===== src/rtl/slot_reel_ctrl.sv =====
// -----------------------------------------------------------------------------
// slot_reel_ctrl
// Three-reel spin controller. On a rising edge of start (while idle) one LFSR
// word is latched and split into a target symbol per reel. The reels then step
// together on a divided clock. Each reel must complete a staggered minimum
// number of steps and then stops as soon as it shows its target. Once all three
// reels have stopped, a one-cycle done pulse is issued and win/pair are
// reported.
//
// Ports
//   clk     in   system clock
//   reset   in   asynchronous, active-low reset
//   rnd     in   [LFSR_W] random word, sampled only on an accepted start
//   start   in   player spin request (level; rising edge detected here)
//   reel0-2 out  [SYM_W] displayed reel positions
//   busy    out  spin in progress (SPIN and RESULT)
//   done    out  one-cycle pulse when the spin completes
//   win     out  all reels equal, held until the next accepted start
//   pair    out  exactly two reels equal, held until the next accepted start
// -----------------------------------------------------------------------------
module slot_reel_ctrl #(
   parameter int LFSR_W    = 15,
   parameter int SYM_W     = 3,
   parameter int STEP_DIV  = 4,
   parameter int MIN_STEPS = 16,
   parameter int STAGGER   = 8
) (
   input  logic              clk,
   input  logic              reset,
   input  logic [LFSR_W-1:0] rnd,
   input  logic              start,
   output logic [SYM_W-1:0]  reel0,
   output logic [SYM_W-1:0]  reel1,
   output logic [SYM_W-1:0]  reel2,
   output logic              busy,
   output logic              done,
   output logic              win,
   output logic              pair
);

   // Largest tick index on which a reel can still stop, plus headroom so the
   // counter never wraps even on the final tick of a spin.
   localparam int CNT_MAX = MIN_STEPS + 2 * STAGGER + (1 << SYM_W);
   localparam int CNT_W   = $clog2(CNT_MAX + 2);
   localparam int DIV_W   = (STEP_DIV > 1) ? $clog2(STEP_DIV) : 1;

   typedef enum logic [1:0] {
      ST_IDLE   = 2'd0,
      ST_SPIN   = 2'd1,
      ST_RESULT = 2'd2
   } state_t;

   state_t                  state_r, state_s;
   logic [2:0][SYM_W-1:0]   reel_r, reel_s;
   logic [2:0][SYM_W-1:0]   tgt_r, tgt_s;
   logic [2:0]              run_r, run_s;
   logic [DIV_W-1:0]        div_r, div_s;
   logic [CNT_W-1:0]        cnt_r, cnt_s;
   logic                    start_q_r;
   logic                    busy_r, busy_s;
   logic                    done_r, done_s;
   logic                    win_r, win_s;
   logic                    pair_r, pair_s;
   logic                    edge_s;
   logic                    tick_s;
   logic                    unused_rnd_s;

   // Outcome classification: {win, pair}; pair excludes the three-equal case.
   function automatic logic [1:0] classify(input logic [SYM_W-1:0] a,
                                           input logic [SYM_W-1:0] b,
                                           input logic [SYM_W-1:0] c);
      logic w;
      logic p;
      w = (a == b) && (b == c);
      p = ((a == b) || (b == c) || (a == c)) && !w;
      return {w, p};
   endfunction

   assign edge_s       = start & ~start_q_r;
   assign unused_rnd_s = ^rnd;

   // Next-state, reel motion and result computation.
   always_comb begin
      state_s = state_r;
      reel_s  = reel_r;
      tgt_s   = tgt_r;
      run_s   = run_r;
      div_s   = div_r;
      cnt_s   = cnt_r;
      win_s   = win_r;
      pair_s  = pair_r;
      tick_s  = 1'b0;

      case (state_r)
         ST_IDLE: begin
            if (edge_s) begin
               for (int k = 0; k < 3; k++) begin
                  tgt_s[k] = rnd[k*SYM_W +: SYM_W];
               end
               div_s   = '0;
               cnt_s   = '0;
               win_s   = 1'b0;
               pair_s  = 1'b0;
               run_s   = 3'b111;
               state_s = ST_SPIN;
            end else begin
               state_s = ST_IDLE;
            end
         end

         ST_SPIN: begin
            tick_s = (div_r == DIV_W'(STEP_DIV - 1));
            if (tick_s) begin
               div_s = '0;
               cnt_s = cnt_r + CNT_W'(1'b1);
               for (int k = 0; k < 3; k++) begin
                  if (run_r[k]) begin
                     // Stop only once the staggered minimum is reached and
                     // the reel is already showing its target.
                     if ((cnt_r >= CNT_W'(MIN_STEPS + k * STAGGER)) &&
                         (reel_r[k] == tgt_r[k])) begin
                        run_s[k] = 1'b0;
                     end else begin
                        reel_s[k] = reel_r[k] + SYM_W'(1'b1);
                     end
                  end else begin
                     reel_s[k] = reel_r[k];
                  end
               end
            end else begin
               div_s = div_r + DIV_W'(1'b1);
            end

            // Result is latched on entry to RESULT so it is valid with done.
            if (run_s == 3'b000) begin
               state_s         = ST_RESULT;
               {win_s, pair_s} = classify(reel_s[0], reel_s[1], reel_s[2]);
            end else begin
               state_s = ST_SPIN;
            end
         end

         ST_RESULT: begin
            state_s = ST_IDLE;
         end

         default: begin
            state_s = ST_IDLE;
         end
      endcase

      busy_s = (state_s != ST_IDLE);
      done_s = (state_s == ST_RESULT);
   end

   // State, datapath and registered outputs.
   always_ff @(posedge clk or negedge reset) begin
      if (!reset) begin
         state_r   <= ST_IDLE;
         reel_r    <= '0;
         tgt_r     <= '0;
         run_r     <= 3'b000;
         div_r     <= '0;
         cnt_r     <= '0;
         start_q_r <= 1'b0;
         busy_r    <= 1'b0;
         done_r    <= 1'b0;
         win_r     <= 1'b0;
         pair_r    <= 1'b0;
      end else begin
         state_r   <= state_s;
         reel_r    <= reel_s;
         tgt_r     <= tgt_s;
         run_r     <= run_s;
         div_r     <= div_s;
         cnt_r     <= cnt_s;
         start_q_r <= start;
         busy_r    <= busy_s;
         done_r    <= done_s;
         win_r     <= win_s;
         pair_r    <= pair_s;
      end
   end

   assign reel0 = reel_r[0];
   assign reel1 = reel_r[1];
   assign reel2 = reel_r[2];
   assign busy  = busy_r;
   assign done  = done_r;
   assign win   = win_r;
   assign pair  = pair_r;

endmodule


===== config.mk =====
export PLATFORM = sky130hd
export DESIGN_NAME = slot_reel_ctrl
export DESIGN_NICKNAME = d
export VERILOG_FILES = /design/src/rtl/slot_reel_ctrl.sv
export SDC_FILE = /design/constraint.sdc
export NUM_CORES = 1
export LEC_CHECK = 0
export BUFFER_PORTS_ARGS = -buffer_cell sky130_fd_sc_hd__buf_4
export CORE_UTILIZATION = 55
export CTS_BUF_LIST = sky130_fd_sc_hd__clkbuf_8
export CTS_CLUSTER_SIZE = 14
export DETAILED_ROUTE_END_ITERATION = 10
export GPL_TIMING_DRIVEN = 0
export PLACE_DENSITY = 0.78
export SYNTH_ARGS = -nofsm -noshare
export SYNTH_HDL_FRONTEND = slang
export SYNTH_SLANG_ARGS = --single-unit

===== constraint.sdc =====
create_clock -name clk -period 2.92 [get_ports clk]
set_input_delay 0.584 -clock clk [delete_from_list [all_inputs] [get_ports clk]]
set_output_delay 0.584 -clock clk [all_outputs]
set_load 0.1 [all_outputs]

==> results.json <==
{
  "critPathTopFamily": "compound AO/OA/AOI/OAI gates",
  "placed_cells": 268,
  "wl_met1_um": 1740,
  "grt_overflow": 0,
  "cts-hold-fix-buffers": 0,
  "max_stage_delay_ns": 0.40,
  "cp_cell_sequence": "ha_1 > clkbuf_1 > and2_1 > o41a_1 > mux2i_1 > xnor2_1 > o211ai_1 > or3_1 > a31o_1",
  "root_buffer": "clkbuf_8",
  "ir_drop_uv": 488,
  "synth_cells": 198,
  "wl_met2_um": 1650,
  "yosys_warnings": 0,
  "wl_met3_um": 191,
  "top_layer": "met4",
  "ios": 31,
  "die_w_um": 61.0,
  "period_needed_ns": 2.70,
  "grt_pass1_vias": 1158,
  "post-route-drc-count": 0,
  "endpoint_kind": "flip-flop",
  "min_period_over_period_pct": 92.4,
  "crit_required_ns": 3.10,
  "cp_slowest_cell": "mux2i_1",
  "netlist_area_mm2": 0.00191,
  "grt_pass1_wl_um": 5330,
  "io_buffers": 24,
  "synth_nets": 222,
  "dr.pass1.iters": 4,
  "wire_per_inst_um": 13.2,
  "grt_start_max_net_pins": 37,
  "final.setup.tns_ns": 0,
  "worst-path-max-fanout": 10,
  "nets": 253,
  "wl_um": 3640,
  "maxCapViolCount": 0,
  "rsz0062_at_grt": "no",
  "worst_pin_slew_ns": 0.856,
  "syn_avg_cell_area_um2": 9.66,
  "viasPerCell": 5.25,
  "grt_use_total_pct": 21.1,
  "leakagePower_nw": 1.03,
  "cts_setup_buffers": 0,
  "final_cells": 276,
  "clockBufferDepth": 2,
  "postCtsResizedCells": 0,
  "path_class": "flip-flop to flip-flop",
  "fill_cells": 273,
  "clock_skew_ns": 0.00698,
  "antenna_cells": 0,
  "fmax_ghz": 0.371,
  "ys_seq_area_share_pct": 47.1,
  "postRouteAntennaNets": 0,
  "cts_sinks": 36,
  "dieArea_mm2": 0.00372,
  "p_per_area_mw_per_mm2": 1160,
  "ys_ff_latch": 36,
  "holdCritPathClass": "input pin to async pin",
  "hold_viol_final": 0,
  "final_cell_mix": "nand2_1 (50), dfrtp_1 (36), buf_4 (24)",
  "drive_gt1_share_pct": 15.2,
  "ys_types": 37,
  "dp_hpwl_um": 2700,
  "die_y_um": 61.0,
  "coreArea_mm2": 0.00334,
  "vias": 1450,
  "cp-start-kind": "flip-flop",
  "arrival_ns": 2.88,
  "final_common_cell": "nand2_1",
  "numCtsBuffers": 5,
  "finalSetupViolCount": 0,
  "start_util_pct": 57.3,
  "cts_tree": "done",
  "path_clk_slew_ns": 0.07,
  "slew_violations": 0,
  "grt_antenna_before_repair": 0,
  "relSlewSlack_pct": 42.8,
  "h-tree-depth": 2,
  "gp_congestion": 0.784,
  "clock_latency_ns": 0.29,
  "drt_iter0_markers": 61,
  "critPathBufInv": 1,
  "status": "complete, no violations",
  "area_growth_pct": 17.3,
  "rows": 21
}
==> synth_stat cells <==
| master | n | area, um^2 |
|---|---|---|
| nor2b_1 | 1 | 6.26 |
| nor3_1 | 2 | 10.0 |
| nand3_1 | 7 | 35.0 |
| nor4_1 | 2 | 12.5 |
| inv_1 | 5 | 18.8 |
| a41oi_2 | 1 | 16.3 |
| xnor2_1 | 19 | 166 |
| a2bb2oi_1 | 1 | 8.76 |
| clkbuf_1 | 6 | 22.5 |
| nor2_1 | 9 | 33.8 |
| o41ai_1 | 1 | 8.76 |
| a31o_1 | 1 | 8.76 |
| or3_1 | 3 | 18.8 |
| o21a_1 | 1 | 7.51 |
| a21oi_1 | 2 | 10.0 |
| nand2b_1 | 1 | 6.26 |
| o22a_1 | 2 | 17.5 |
| a22oi_1 | 1 | 7.51 |
| o211ai_1 | 3 | 22.5 |
| mux2i_1 | 4 | 40.0 |
| a21boi_1 | 1 | 7.51 |
| o31ai_1 | 1 | 7.51 |
| o21ai_0 | 9 | 45.0 |
| or4b_2 | 1 | 10.0 |
| xor2_1 | 9 | 78.8 |
| and4bb_1 | 1 | 12.5 |
| a41o_1 | 1 | 10.0 |
| nand4_1 | 2 | 12.5 |
| and3b_4 | 1 | 12.5 |
| and2_1 | 2 | 12.5 |
| nand2_1 | 50 | 188 |
| o41a_1 | 2 | 22.5 |
| dfrtp_1 | 36 | 901 |
| and4_1 | 1 | 8.76 |
| a21boi_0 | 2 | 15.0 |
| ha_1 | 6 | 75.1 |
| nor4b_2 | 1 | 15.0 |
==> cells by family (layout without fill, tap and decap cells) <==
group,count (synthesis),in the layout,synth area share [%]
AOI/OAI and AO/OA,29,29,11.3
xor gates and xnor gates,28,28,12.8
adders and majority gates,6,6,3.93
buffers and inverters,11,43,2.16
DFF,36,36,47.1
muxes,4,4,2.09
and+or+nand+nor,84,84,20.6
==> state kept, by name (all words and copies together) (netlist names) <==
name / flops
tgt_r: 9
start_q_r: 1
cnt_r: 6
reel2: 3
reel1: 3
div_r: 2
win: 1
run_r: 3
done: 1
state_r: 2
busy: 1
pair: 1
reel0: 3
==> per-stage QoR <==
stage | utilization, % | power [mW] | hold slack, ns | setup WS [ns] | instance area [um^2]
floorplan | - | 1.95 | 0.288 | 0.0526 | 1910
global placement | 64.4 | 2.23 | 0.486 | 0.244 | 2150
detailed placement | 64.4 | 2.26 | 0.486 | 0.198 | 2150
CTS | 67.2 | 2.63 | 0.245 | 0.198 | 2240
global route | 67.2 | 2.79 | 0.267 | 0.0369 | 2240
finish | 67.2 | 2.61 | 0.233 | 0.222 | 2240
==> where the power goes <==
part | switching, mW | internal [mW] | leakage, nW
Clock | 0.175 | 0.188 | 0.0486
Sequential | 0.170 | 0.679 | 0.467
Combinational | 0.964 | 0.435 | 0.514
Total | 1.31 | 1.30 | 1.03
==> final cells by class <==
| cell class | instances | area (um^2) | share of cell area [%] |
|---|---|---|---|
| well taps | 46 | 57.6 | 2.57 |
| repair buffers | 24 | 180 | 8.03 |
| clock buffers | 6 | 82.6 | 3.68 |
| multi-input cells | 151 | 970 | 43.2 |
| clock inverters | 2 | 11.3 | 0.502 |
| inverters | 5 | 18.8 | 0.837 |
| flip-flops and latches | 36 | 901 | 40.2 |
| plain buffers | 6 | 22.5 | 1.00 |
==> metal layers <==
| layer | track usage [%] | up-vias |
|---|---|---|
| met5 | 0 | - |
| met4 | 8.77 | 0 |
| met2 | 30.8 | 36 |
| li1 | - | 739 |
| met1 | 29.4 | 669 |
| met3 | 6.40 | 6 |
==> worst paths after layout <==
kind                            startpoint        end  slack [ns]  cells after the start
worst max-delay path              div_r[0]       pair        0.22                      9
worst min-delay path                 reset       pair        0.23                      1
worst max register to register    div_r[0]       pair        0.22                      9
worst min register to register    tgt_r[6]   tgt_r[6]        0.50                      2
max in group asynchronous            reset   cnt_r[3]        2.37                      1
min in group clk                     start  start_q_r        0.41                      1
(Power assumes the default switching activity.)
